### src/rtl/fizzbuzz_ascii_streamer.sv
`default_nettype none
// ============================================================================
// Module      : fizzbuzz_ascii_streamer
// Description : Buffers classified fizz/buzz count events in a small FIFO and
//               streams each as an ASCII line ("Fizz\n", "Buzz\n",
//               "FizzBuzz\n" or decimal count + "\n") on a valid/ready byte
//               interface. Numbers go through a serial double-dabble converter.
// Revision    : 1.0 - initial release
// ============================================================================
module fizzbuzz_ascii_streamer #(
  parameter int CNT_W = 8,
  parameter int DEPTH = 4
) (
  input  logic             clk,
  input  logic             resetn,
  input  logic             in_valid,
  output logic             in_ready,
  input  logic             in_fizz,
  input  logic             in_buzz,
  input  logic             in_fizzbuzz,
  input  logic [CNT_W-1:0] in_count,
  output logic             out_valid,
  input  logic             out_ready,
  output logic [7:0]       out_data,
  output logic             out_last,
  output logic             overflow,
  output logic             busy
);

  // Decimal digits needed to print the largest count value
  function automatic int calc_digits(input int w);
    logic [31:0] v;
    int          n;
    v = (32'd1 << w) - 32'd1;
    n = 0;
    for (int k = 0; k < 10; k++) begin
      if (v != 32'd0) begin
        n = n + 1;
        v = v / 32'd10;
      end
    end
    return n;
  endfunction

  localparam int DIGITS = calc_digits(CNT_W);
  localparam int BCD_W  = 4 * DIGITS;
  localparam int AW     = $clog2(DEPTH);
  localparam int BW     = $clog2(CNT_W);
  localparam int ENT_W  = CNT_W + 3;

  localparam logic [BW-1:0] c_last_bit = BW'(CNT_W - 1);
  localparam logic [3:0]    c_digits   = 4'(DIGITS);

  localparam logic [1:0] S_IDLE = 2'd0;
  localparam logic [1:0] S_CONV = 2'd1;
  localparam logic [1:0] S_EMIT = 2'd2;

  localparam logic [1:0] K_NUM  = 2'd0;
  localparam logic [1:0] K_FIZZ = 2'd1;
  localparam logic [1:0] K_BUZZ = 2'd2;
  localparam logic [1:0] K_FB   = 2'd3;

  localparam logic [7:0] c_ch_f  = 8'h46;
  localparam logic [7:0] c_ch_i  = 8'h69;
  localparam logic [7:0] c_ch_z  = 8'h7A;
  localparam logic [7:0] c_ch_b  = 8'h42;
  localparam logic [7:0] c_ch_u  = 8'h75;
  localparam logic [7:0] c_ch_nl = 8'h0A;

  // ---------------------------------------------------------------- FIFO
  logic [ENT_W-1:0] r_mem [DEPTH];
  logic [AW:0]      r_wr_ptr;
  logic [AW:0]      r_rd_ptr;
  logic             r_rdy_en;
  logic             r_overflow;
  logic             w_empty;
  logic             w_full;
  logic             w_wr;
  logic             w_pop;
  logic [ENT_W-1:0] w_head;
  logic [1:0]       w_head_kind;

  // ---------------------------------------------------------------- FSM / datapath
  logic [1:0]       r_state;
  logic [1:0]       w_next_state;
  logic [1:0]       r_kind;
  logic [CNT_W-1:0] r_shift;
  logic [BCD_W-1:0] r_bcd;
  logic [BCD_W-1:0] w_bcd_adj;
  logic [BCD_W-1:0] w_bcd_next;
  logic [BW-1:0]    r_bitcnt;
  logic [3:0]       r_idx;
  logic [3:0]       w_lead;
  logic             w_seen;
  logic [3:0]       w_pos;
  logic [7:0]       w_byte;
  logic             w_last;

  assign w_empty  = (r_wr_ptr == r_rd_ptr);
  assign w_full   = (r_wr_ptr[AW] != r_rd_ptr[AW]) &&
                    (r_wr_ptr[AW-1:0] == r_rd_ptr[AW-1:0]);
  // r_rdy_en keeps in_ready low throughout reset and until the first
  // clock after release, independent of the pointer state.
  assign in_ready = r_rdy_en && !w_full;
  assign w_wr     = in_valid && in_ready;
  assign w_pop    = (r_state == S_IDLE) && !w_empty;
  assign w_head   = r_mem[r_rd_ptr[AW-1:0]];
  assign overflow = r_overflow;
  assign busy     = !w_empty || (r_state != S_IDLE);

  // Head entry layout: {fizzbuzz, fizz, buzz, count}; FizzBuzz wins over both
  always_comb begin
    w_head_kind = K_NUM;
    if (w_head[ENT_W-1] || (w_head[ENT_W-2] && w_head[ENT_W-3])) begin
      w_head_kind = K_FB;
    end else if (w_head[ENT_W-2]) begin
      w_head_kind = K_FIZZ;
    end else if (w_head[ENT_W-3]) begin
      w_head_kind = K_BUZZ;
    end
  end

  // Event storage (data only, no reset needed)
  always_ff @(posedge clk) begin
    if (w_wr) begin
      r_mem[r_wr_ptr[AW-1:0]] <= {in_fizzbuzz, in_fizz, in_buzz, in_count};
    end
  end

  // FIFO pointers, ready enable and sticky overflow
  always_ff @(posedge clk) begin
    if (!resetn) begin
      r_wr_ptr   <= '0;
      r_rd_ptr   <= '0;
      r_rdy_en   <= 1'b0;
      r_overflow <= 1'b0;
    end else begin
      r_rdy_en <= 1'b1;
      if (w_wr) begin
        r_wr_ptr <= r_wr_ptr + 1'b1;
      end
      if (w_pop) begin
        r_rd_ptr <= r_rd_ptr + 1'b1;
      end
      if (in_valid && !in_ready) begin
        r_overflow <= 1'b1;
      end
    end
  end

  // Double-dabble step: add 3 to any digit >= 5, then shift in the next bit
  always_comb begin
    w_bcd_adj = r_bcd;
    for (int d = 0; d < DIGITS; d++) begin
      if (r_bcd[4*d +: 4] >= 4'd5) begin
        w_bcd_adj[4*d +: 4] = r_bcd[4*d +: 4] + 4'd3;
      end
    end
    w_bcd_next = {w_bcd_adj[BCD_W-2:0], r_shift[CNT_W-1]};
  end

  // Leading-zero digits to skip; the units digit is always printed
  always_comb begin
    w_lead = 4'd0;
    w_seen = 1'b0;
    for (int d = DIGITS - 1; d >= 1; d--) begin
      if (!w_seen && (r_bcd[4*d +: 4] == 4'd0)) begin
        w_lead = w_lead + 4'd1;
      end else begin
        w_seen = 1'b1;
      end
    end
    w_pos = w_lead + r_idx;
  end

  // FSM state register
  always_ff @(posedge clk) begin
    if (!resetn) begin
      r_state <= S_IDLE;
    end else begin
      r_state <= w_next_state;
    end
  end

  // FSM next-state logic
  always_comb begin
    w_next_state = r_state;
    case (r_state)
      S_IDLE: begin
        if (!w_empty) begin
          w_next_state = (w_head_kind == K_NUM) ? S_CONV : S_EMIT;
        end
      end
      S_CONV: begin
        if (r_bitcnt == c_last_bit) begin
          w_next_state = S_EMIT;
        end
      end
      S_EMIT: begin
        if (out_ready && w_last) begin
          w_next_state = S_IDLE;
        end
      end
      default: w_next_state = S_IDLE;
    endcase
  end

  // FSM outputs: current byte and end-of-line marker, all from registers
  always_comb begin
    w_byte = 8'h00;
    w_last = 1'b0;
    if (r_state == S_EMIT) begin
      case (r_kind)
        K_NUM: begin
          if (w_pos >= c_digits) begin
            w_byte = c_ch_nl;
            w_last = 1'b1;
          end else begin
            for (int d = 0; d < DIGITS; d++) begin
              if (w_pos == 4'(DIGITS - 1 - d)) begin
                w_byte = {4'h3, r_bcd[4*d +: 4]};
              end
            end
          end
        end
        K_FIZZ: begin
          case (r_idx)
            4'd0:      w_byte = c_ch_f;
            4'd1:      w_byte = c_ch_i;
            4'd2, 4'd3: w_byte = c_ch_z;
            default: begin
              w_byte = c_ch_nl;
              w_last = 1'b1;
            end
          endcase
        end
        K_BUZZ: begin
          case (r_idx)
            4'd0:      w_byte = c_ch_b;
            4'd1:      w_byte = c_ch_u;
            4'd2, 4'd3: w_byte = c_ch_z;
            default: begin
              w_byte = c_ch_nl;
              w_last = 1'b1;
            end
          endcase
        end
        default: begin
          case (r_idx)
            4'd0:      w_byte = c_ch_f;
            4'd1:      w_byte = c_ch_i;
            4'd2, 4'd3: w_byte = c_ch_z;
            4'd4:      w_byte = c_ch_b;
            4'd5:      w_byte = c_ch_u;
            4'd6, 4'd7: w_byte = c_ch_z;
            default: begin
              w_byte = c_ch_nl;
              w_last = 1'b1;
            end
          endcase
        end
      endcase
    end
    out_valid = (r_state == S_EMIT);
    out_data  = w_byte;
    out_last  = w_last;
  end

  // Line datapath: load on pop, convert in CONV, step byte index in EMIT
  always_ff @(posedge clk) begin
    if (!resetn) begin
      r_kind   <= K_NUM;
      r_shift  <= '0;
      r_bcd    <= '0;
      r_bitcnt <= '0;
      r_idx    <= 4'd0;
    end else begin
      case (r_state)
        S_IDLE: begin
          if (w_pop) begin
            r_kind   <= w_head_kind;
            r_shift  <= w_head[CNT_W-1:0];
            r_bcd    <= '0;
            r_bitcnt <= '0;
            r_idx    <= 4'd0;
          end
        end
        S_CONV: begin
          r_bcd    <= w_bcd_next;
          r_shift  <= {r_shift[CNT_W-2:0], 1'b0};
          r_bitcnt <= r_bitcnt + 1'b1;
        end
        S_EMIT: begin
          if (out_ready && !w_last) begin
            r_idx <= r_idx + 4'd1;
          end
        end
        default: ;
      endcase
    end
  end

endmodule
`default_nettype wire

### config.mk
export PLATFORM = sky130hd
export DESIGN_NAME = fizzbuzz_ascii_streamer
export DESIGN_NICKNAME = d
export VERILOG_FILES = /design/src/rtl/fizzbuzz_ascii_streamer.sv
export SDC_FILE = /design/constraint.sdc
export NUM_CORES = 1
export LEC_CHECK = 0
export ABC_AREA = 1
export ABC_CLOCK_PERIOD_IN_PS = 6270
export CORE_MARGIN = 5
export CORE_UTILIZATION = 50
export CTS_BUF_LIST = sky130_fd_sc_hd__clkbuf_8
export DETAILED_ROUTE_END_ITERATION = 10
export PLACE_DENSITY = 0.69
export SYNTH_ARGS = -nofsm -noshare
export SYNTH_HDL_FRONTEND = slang
export SYNTH_SLANG_ARGS = --single-unit
### constraint.sdc
create_clock -name clk -period 6.27 [get_ports clk]
set_input_delay 1.254 -clock clk [delete_from_list [all_inputs] [get_ports clk]]
set_output_delay 1.254 -clock clk [all_outputs]
set_load 0.03 [all_outputs]
[Word level (Yosys, flattened, before mapping)]
Memory sizes are Yosys's and may differ from the RTL's. A register that Yosys moved wholly into a read port is not among the register bits.
Cells that the tools add are included.
Storage, ports and cells
  register bits after elaboration: 39
  latch bits: 0
  RAM bits: 44
  bits in read-only memories: 0
  input bits: 15
  output and inout port bits: 13
  word-level logic and storage cells: 121
  memories: 1
Memories
  r_mem: depth 4, bits a word 11, read ports 1, clocked after Yosys merged registers in 1, write ports 1, line 71  | logic [ENT_W-1:0] r_mem [DEPTH];
Operators by class
  add/sub/neg operators: 9
  multiply operators: 0
  divide/modulo/power cells: 0
  $lt $le $gt $ge: 4
  equal/unequal tests: 22
  shifts and indexed selects: 0
  multiplexer cells: 41
  bitwise logic cells: 0
  reduce and logical (&&, ||, !) cells: 34
Operators by type and width (count)
  $pmux 7 s3: 2
  $mux 8: 5
  $pmux 7 s5: 1
  $pmux 12 s2: 1
  $pmux 8 s3: 1
  $mux 4: 5
  $mux 2: 9
  $eq 4x3->1 const B: 4
  $logic_not 4->1: 4
  $pmux 8 s2: 1
  $eq 4x2->1 const B: 3
  $ge 4x3->1 const B: 3
  $mux 12: 1
  $add 3x1->3 const B: 3
  $logic_and 1x1->1: 9
  $add 4x1->4 const B: 2
  $add 4x2->4 const B: 2
  $eq 4x1->1 const B: 2
  $mux 1: 8
  $pmux 4 s2: 1
  $reduce_or 4->1: 2
  $reduce_or 8->1: 1
  $logic_not 2->1: 3
  $mux 3: 2
  other kinds (21): 35

[Logic depth before layout (Yosys ltp)]
  depth after elaboration: 13
  mapped depth: 16
  depth with buffers taken out: 16

[Least setup slack after synthesis]
OpenSTA, ideal clock, no wires.
  path kind: register to output
  start: reg r_bcd[8]
  end: out out_data[5]
  data arrival time: 2.694 ns
  data required time: 5.016 ns
  setup slack: 2.322 ns
  cell stages (with the launch flop): 12
  cells stage by stage: dfxtp_1 inv_1 ha_1 nand3_1 a31oi_1 ha_1 fa_1 xnor2_1 nand3_2 clkinv_2 nand3_1 a221oi_1
Between the ends
  longest elaborated chain between the ends: 12
  elaborated cells between the ends (all ways): 16
  those cells by class: add/sub (2); order compare (1); eq/ne (2); mux (8); reduce/logical (3)
Ends and longest elaborated chain
  start: declaration: line 88  | logic [BCD_W-1:0] r_bcd;
  start signal: assignment: line 289  | r_bcd <= w_bcd_next;
  $logic_not 4->1 *: line 167  | if (!w_seen && (r_bcd[4*d +: 4] == 4'd0)) begin
  $mux 1: line 167
  $add 4x1->4: line 168  | w_lead = w_lead + 4'd1;
  $mux 4 *: line 167
  $add 4x4->4 *: line 173  | w_pos = w_lead + r_idx;
  $eq 4x2->1: line 220  | if (w_pos == 4'(DIGITS - 1 - d)) begin
  $mux 6: line 220
  $mux 8 (2 in series): line 220
  $mux 8 *: line 215  | if (w_pos >= c_digits) begin
  $pmux 8 s3 *: line 213  | case (r_kind)
  $mux 8 *: line 212  | if (r_state == S_EMIT) begin
  end: declaration: line 24  | output logic [7:0] out_data,
Every way passes the cells marked *; elsewhere a longest branch is shown, timed or not.

[Worst setup path in the final report]
Same ends and word-level chain as after synthesis.

==> metrics.md <==
| Metric | Value |
|---|---|
| Post-synthesis mux area share | `0` |
| Syn-to-layout area delta | `11.0%` |
| Root Buffer | `clkbuf_8` |
| Path depth of the worst reg2reg path | `14` |
| Synth Warn # | `0` |
| Final Critical Period | `4.72 ns` |
| Clock power share | `0.213` |
| Share of the synthesized area in the top cell type | `0.297` |
| NetSw | `669 µW` |
| Synth top area cells | `edfxtp_1 (30%), dfxtp_1 (18%), ha_1 (7.0%)` |
| Highest Clock Rate | `0.212 GHz` |
| Net Count, Synth | `549` |
| Final instance area | `4940 µm²` |
| Antenna Cells | `0` |
| GPL Wtd Cong | `0.838` |
| Via count | `3418` |
| Pwr Total | `1670 µW` |
| Global-route wire length before repair | `14800 µm` |
| WHS Path Cells | `2` |
| DR vias/cell | `5.31` |
| RR Startpoint | `r_bcd[4]` |
| Required time of the worst setup path | `5.02 ns` |
| Async SR Flop Fraction | `0` |
| Worst-Skew Late Latency | `0.35 ns` |
| Total track usage | `0.163` |
| Worst setup SP type | `flip-flop` |
| Static Leak | `0.00187 µW` |
| Post-Route Setup TNS | `0 ns` |
| #FFs+latches synth | `85` |
| CTS tree | `built` |
| # hold bufs at CTS | `0` |
| Post-CTS sizing | `0` |
| Main synth FF type | `edfxtp_1` |
| Initial antenna violation count | `0` |
| Netlist Area Pre-Place | `4450 µm²` |
| Reg clk slew, reported paths | `0.09 ns` |
| Relative slew slack | `0.274` |
| Die Height | `104 µm` |
| Area after DPL | `4760 µm²` |
| Post-layout nets | `572` |
| Clk buf depth | `2` |
| Die area | `10900 µm²` |
| CP endpoint kind | `output pin` |
| Setup WS pre-CTS | `1.94 ns` |
| Distinct cell type count after synthesis | `47` |
| Crit path max-delay cell type | `clkdlybuf4s50_1` |
| DP HPWL | `6260 µm` |
| RSZ-0062 raised after global routing | `false` |
| Max-slew violation count | `0` |
| Xor-xnor portion of the synthesized cell area | `0.0138` |
| Worst VDD drop | `0.173 mV` |
| Simple-Gate Fraction of Synth Area | `0.210` |
| Synth area leader | `edfxtp_1` |
| Worst Hold Launch | `r_bcd[7]` |
| PnR worst setup slack | `1.55 ns` |
| Routed wire length | `8700 µm` |
| DRT iter0 DRCs | `147` |
| Syn_area_per_cell | `8.76 µm²` |
| Fin. Hold Viols | `0` |
| Clock Sinks | `85` |
| CTS H-tree lvls | `3` |
| Max-Cap Viols | `0` |
| Sequential Power Share | `0.417` |
| Final period utilization | `0.753` |
| IO Port Bufs | `26` |
| Skew final | `0.0133 ns` |
| R2R Setup Slk | `3.71 ns` |
| Die width | `104 µm` |
| Worst-path fanout max | `8` |
| HP Class | `reg2reg` |
| Ports | `28` |
| Cell-by-cell trace of the critical path | `inv_1, ha_1, nand3_1, a31oi_1, ha_1, fa_1, xnor2_1, nand3_2, clkinv_2, nand3_1, a221oi_1, clkdlybuf4s50_1` |
| Most common cell after layout, fill and taps aside | `nand2_1` |
| Fin util | `0.567` |
| Critical path arrival | `3.47 ns` |
| Worst flop-to-flop path endpoint | `r_idx[3]` |
| Worst Tran Pin Value | `1.09 ns` |
| EDFF count, synth | `44` |
| Worst Hold End | `r_bcd[7]` |
| Compound-gate portion of the synthesized area | `0.148` |
| Postcts setup bufs | `0` |
| Most frequent cells in the layout | `nand2_1 (81), nor2_1 (59), inv_1 (51), a21oi_1 (44), edfxtp_1 (44)` |
| DR WL/cell | `13.5 µm` |
| Seq/Total Area, Yosys | `0.481` |
| Slowest stage delay, CP | `0.73 ns` |
| Drt first pass iters | `4` |
| Comb power frac | `0.370` |
| Status | `completed` |
| Pwr/cell area | `338 nW/µm²` |
| Crit Path Category | `reg2out` |
| Vias in the first global route | `3258` |
| DR DRC count | `0` |
| Post-synthesis adder-cell area fraction | `0.0748` |
| Largest net degree at the start of global routing | `29` |
| Switching part of the total | `0.401` |
| Detail Route Antenna Nets | `0` |
| Largest family of logic cells by synthesized area | `simple AND/OR/NAND/NOR gates` |
| Mapped Cells | `508` |
| Cts bufs inserted | `9` |
| GRT overflow | `0` |
| Placeable Area | `8720 µm²` |
| Initial core utilization | `0.510` |
| Layout cell share with drive strength beyond 1 | `0.0877` |
| Core Rows | `34` |
| Pint | `1000 µW` |
| Final setup fails | `0` |
layer usage:
metal  vias up  global-route usage  share of wire
met3        14              0.0360          0.041
li1       1765                   -              -
met5         -                   0              0
met2        78               0.274           0.49
met4         0              0.0592          0.020
met1      1561               0.204           0.45
layout make-up:
class	instances	area (µm²)
clock buffer	9	124
clock inverter	7	57.6
fill	770	3780
inverter	59	223
multi-input combinational	349	1990
sequential	85	2140
tap	108	135
timing repair buffer	27	268
cells by family (layout without fill, tap and decap cells):
| kind of cell | after synthesis | count (layout) |
|---|---|---|
| buffers and inverters | 74 | 102 |
| flip-flops | 85 | 85 |
| XOR/XNOR | 7 | 7 |
| other | 1 | 1 |
| AND/OR/NAND/NOR | 204 | 204 |
| adder cells (fa/ha/maj) | 26 | 26 |
| AO/OA/AOI/OAI | 111 | 111 |
synthesized netlist by cell type (4+ instances only):
library cell / count
a21oi_1: 44
a311oi_1: 5
inv_2: 6
nand3_1: 40
o21ai_0: 34
xnor2_1: 5
nand2_1: 81
clkbuf_1: 5
o21ai_1: 4
edfxtp_1: 44
o22ai_1: 4
ha_1: 25
nor2_1: 59
inv_1: 51
buf_2: 4
dfxtp_1: 41
nand2_4: 5
nand2_2: 4
how the worst max path moves through the flow:
stage | from | end | slack, ns | depth (start not counted)
after floorplan | r_bcd[8] | out_data[5] | 2.32 | 11
after global placement | r_bcd[8] | out_data[2] | 2.03 | 14
after detailed placement | r_bcd[8] | out_data[5] | 1.94 | 12
after CTS | r_bcd[8] | out_data[5] | 1.55 | 12
after global routing | r_bcd[8] | out_data[2] | 1.19 | 14
final | r_bcd[8] | out_data[5] | 1.55 | 12
metrics by stage:
step | hold slack (ns) | std cells
detailed placement | 0.455 | 628
global placement | 0.450 | 628
CTS | 0.468 | 644
global route | 0.489 | 644
floorplan | 0.433 | 508
finish | 0.462 | 644
worst max-delay path, delay by kind of cell (launching register included):
family / cells / cell delay, ns
fa+ha+maj: 3 / 0.83
simple gates: 3 / 0.36
compound gates: 2 / 0.37
xor+xnor: 1 / 0.22
flops: 1 / 0.39
buf+inv: 3 / 0.95
power groups by stage:
stage / clock, µW / combinational (µW) / sequential, µW
after floorplan: 0 / 508 / 683
final: 355 / 618 / 696
after global routing: 390 / 695 / 705
after detailed placement: 0 / 618 / 710
after global placement: 0 / 608 / 707
after CTS: 363 / 621 / 697
state kept, by name, indices dropped and copies added, names as in the netlist, named ones only:
register and flops:
overflow 1, r_wr_ptr 3, r_idx 4, r_rdy_en 1
r_kind 2, r_state 2, r_rd_ptr 3, r_mem 44
r_bcd 12, r_bitcnt 3, r_shift 8
Power figures use the tool's default switching activity.
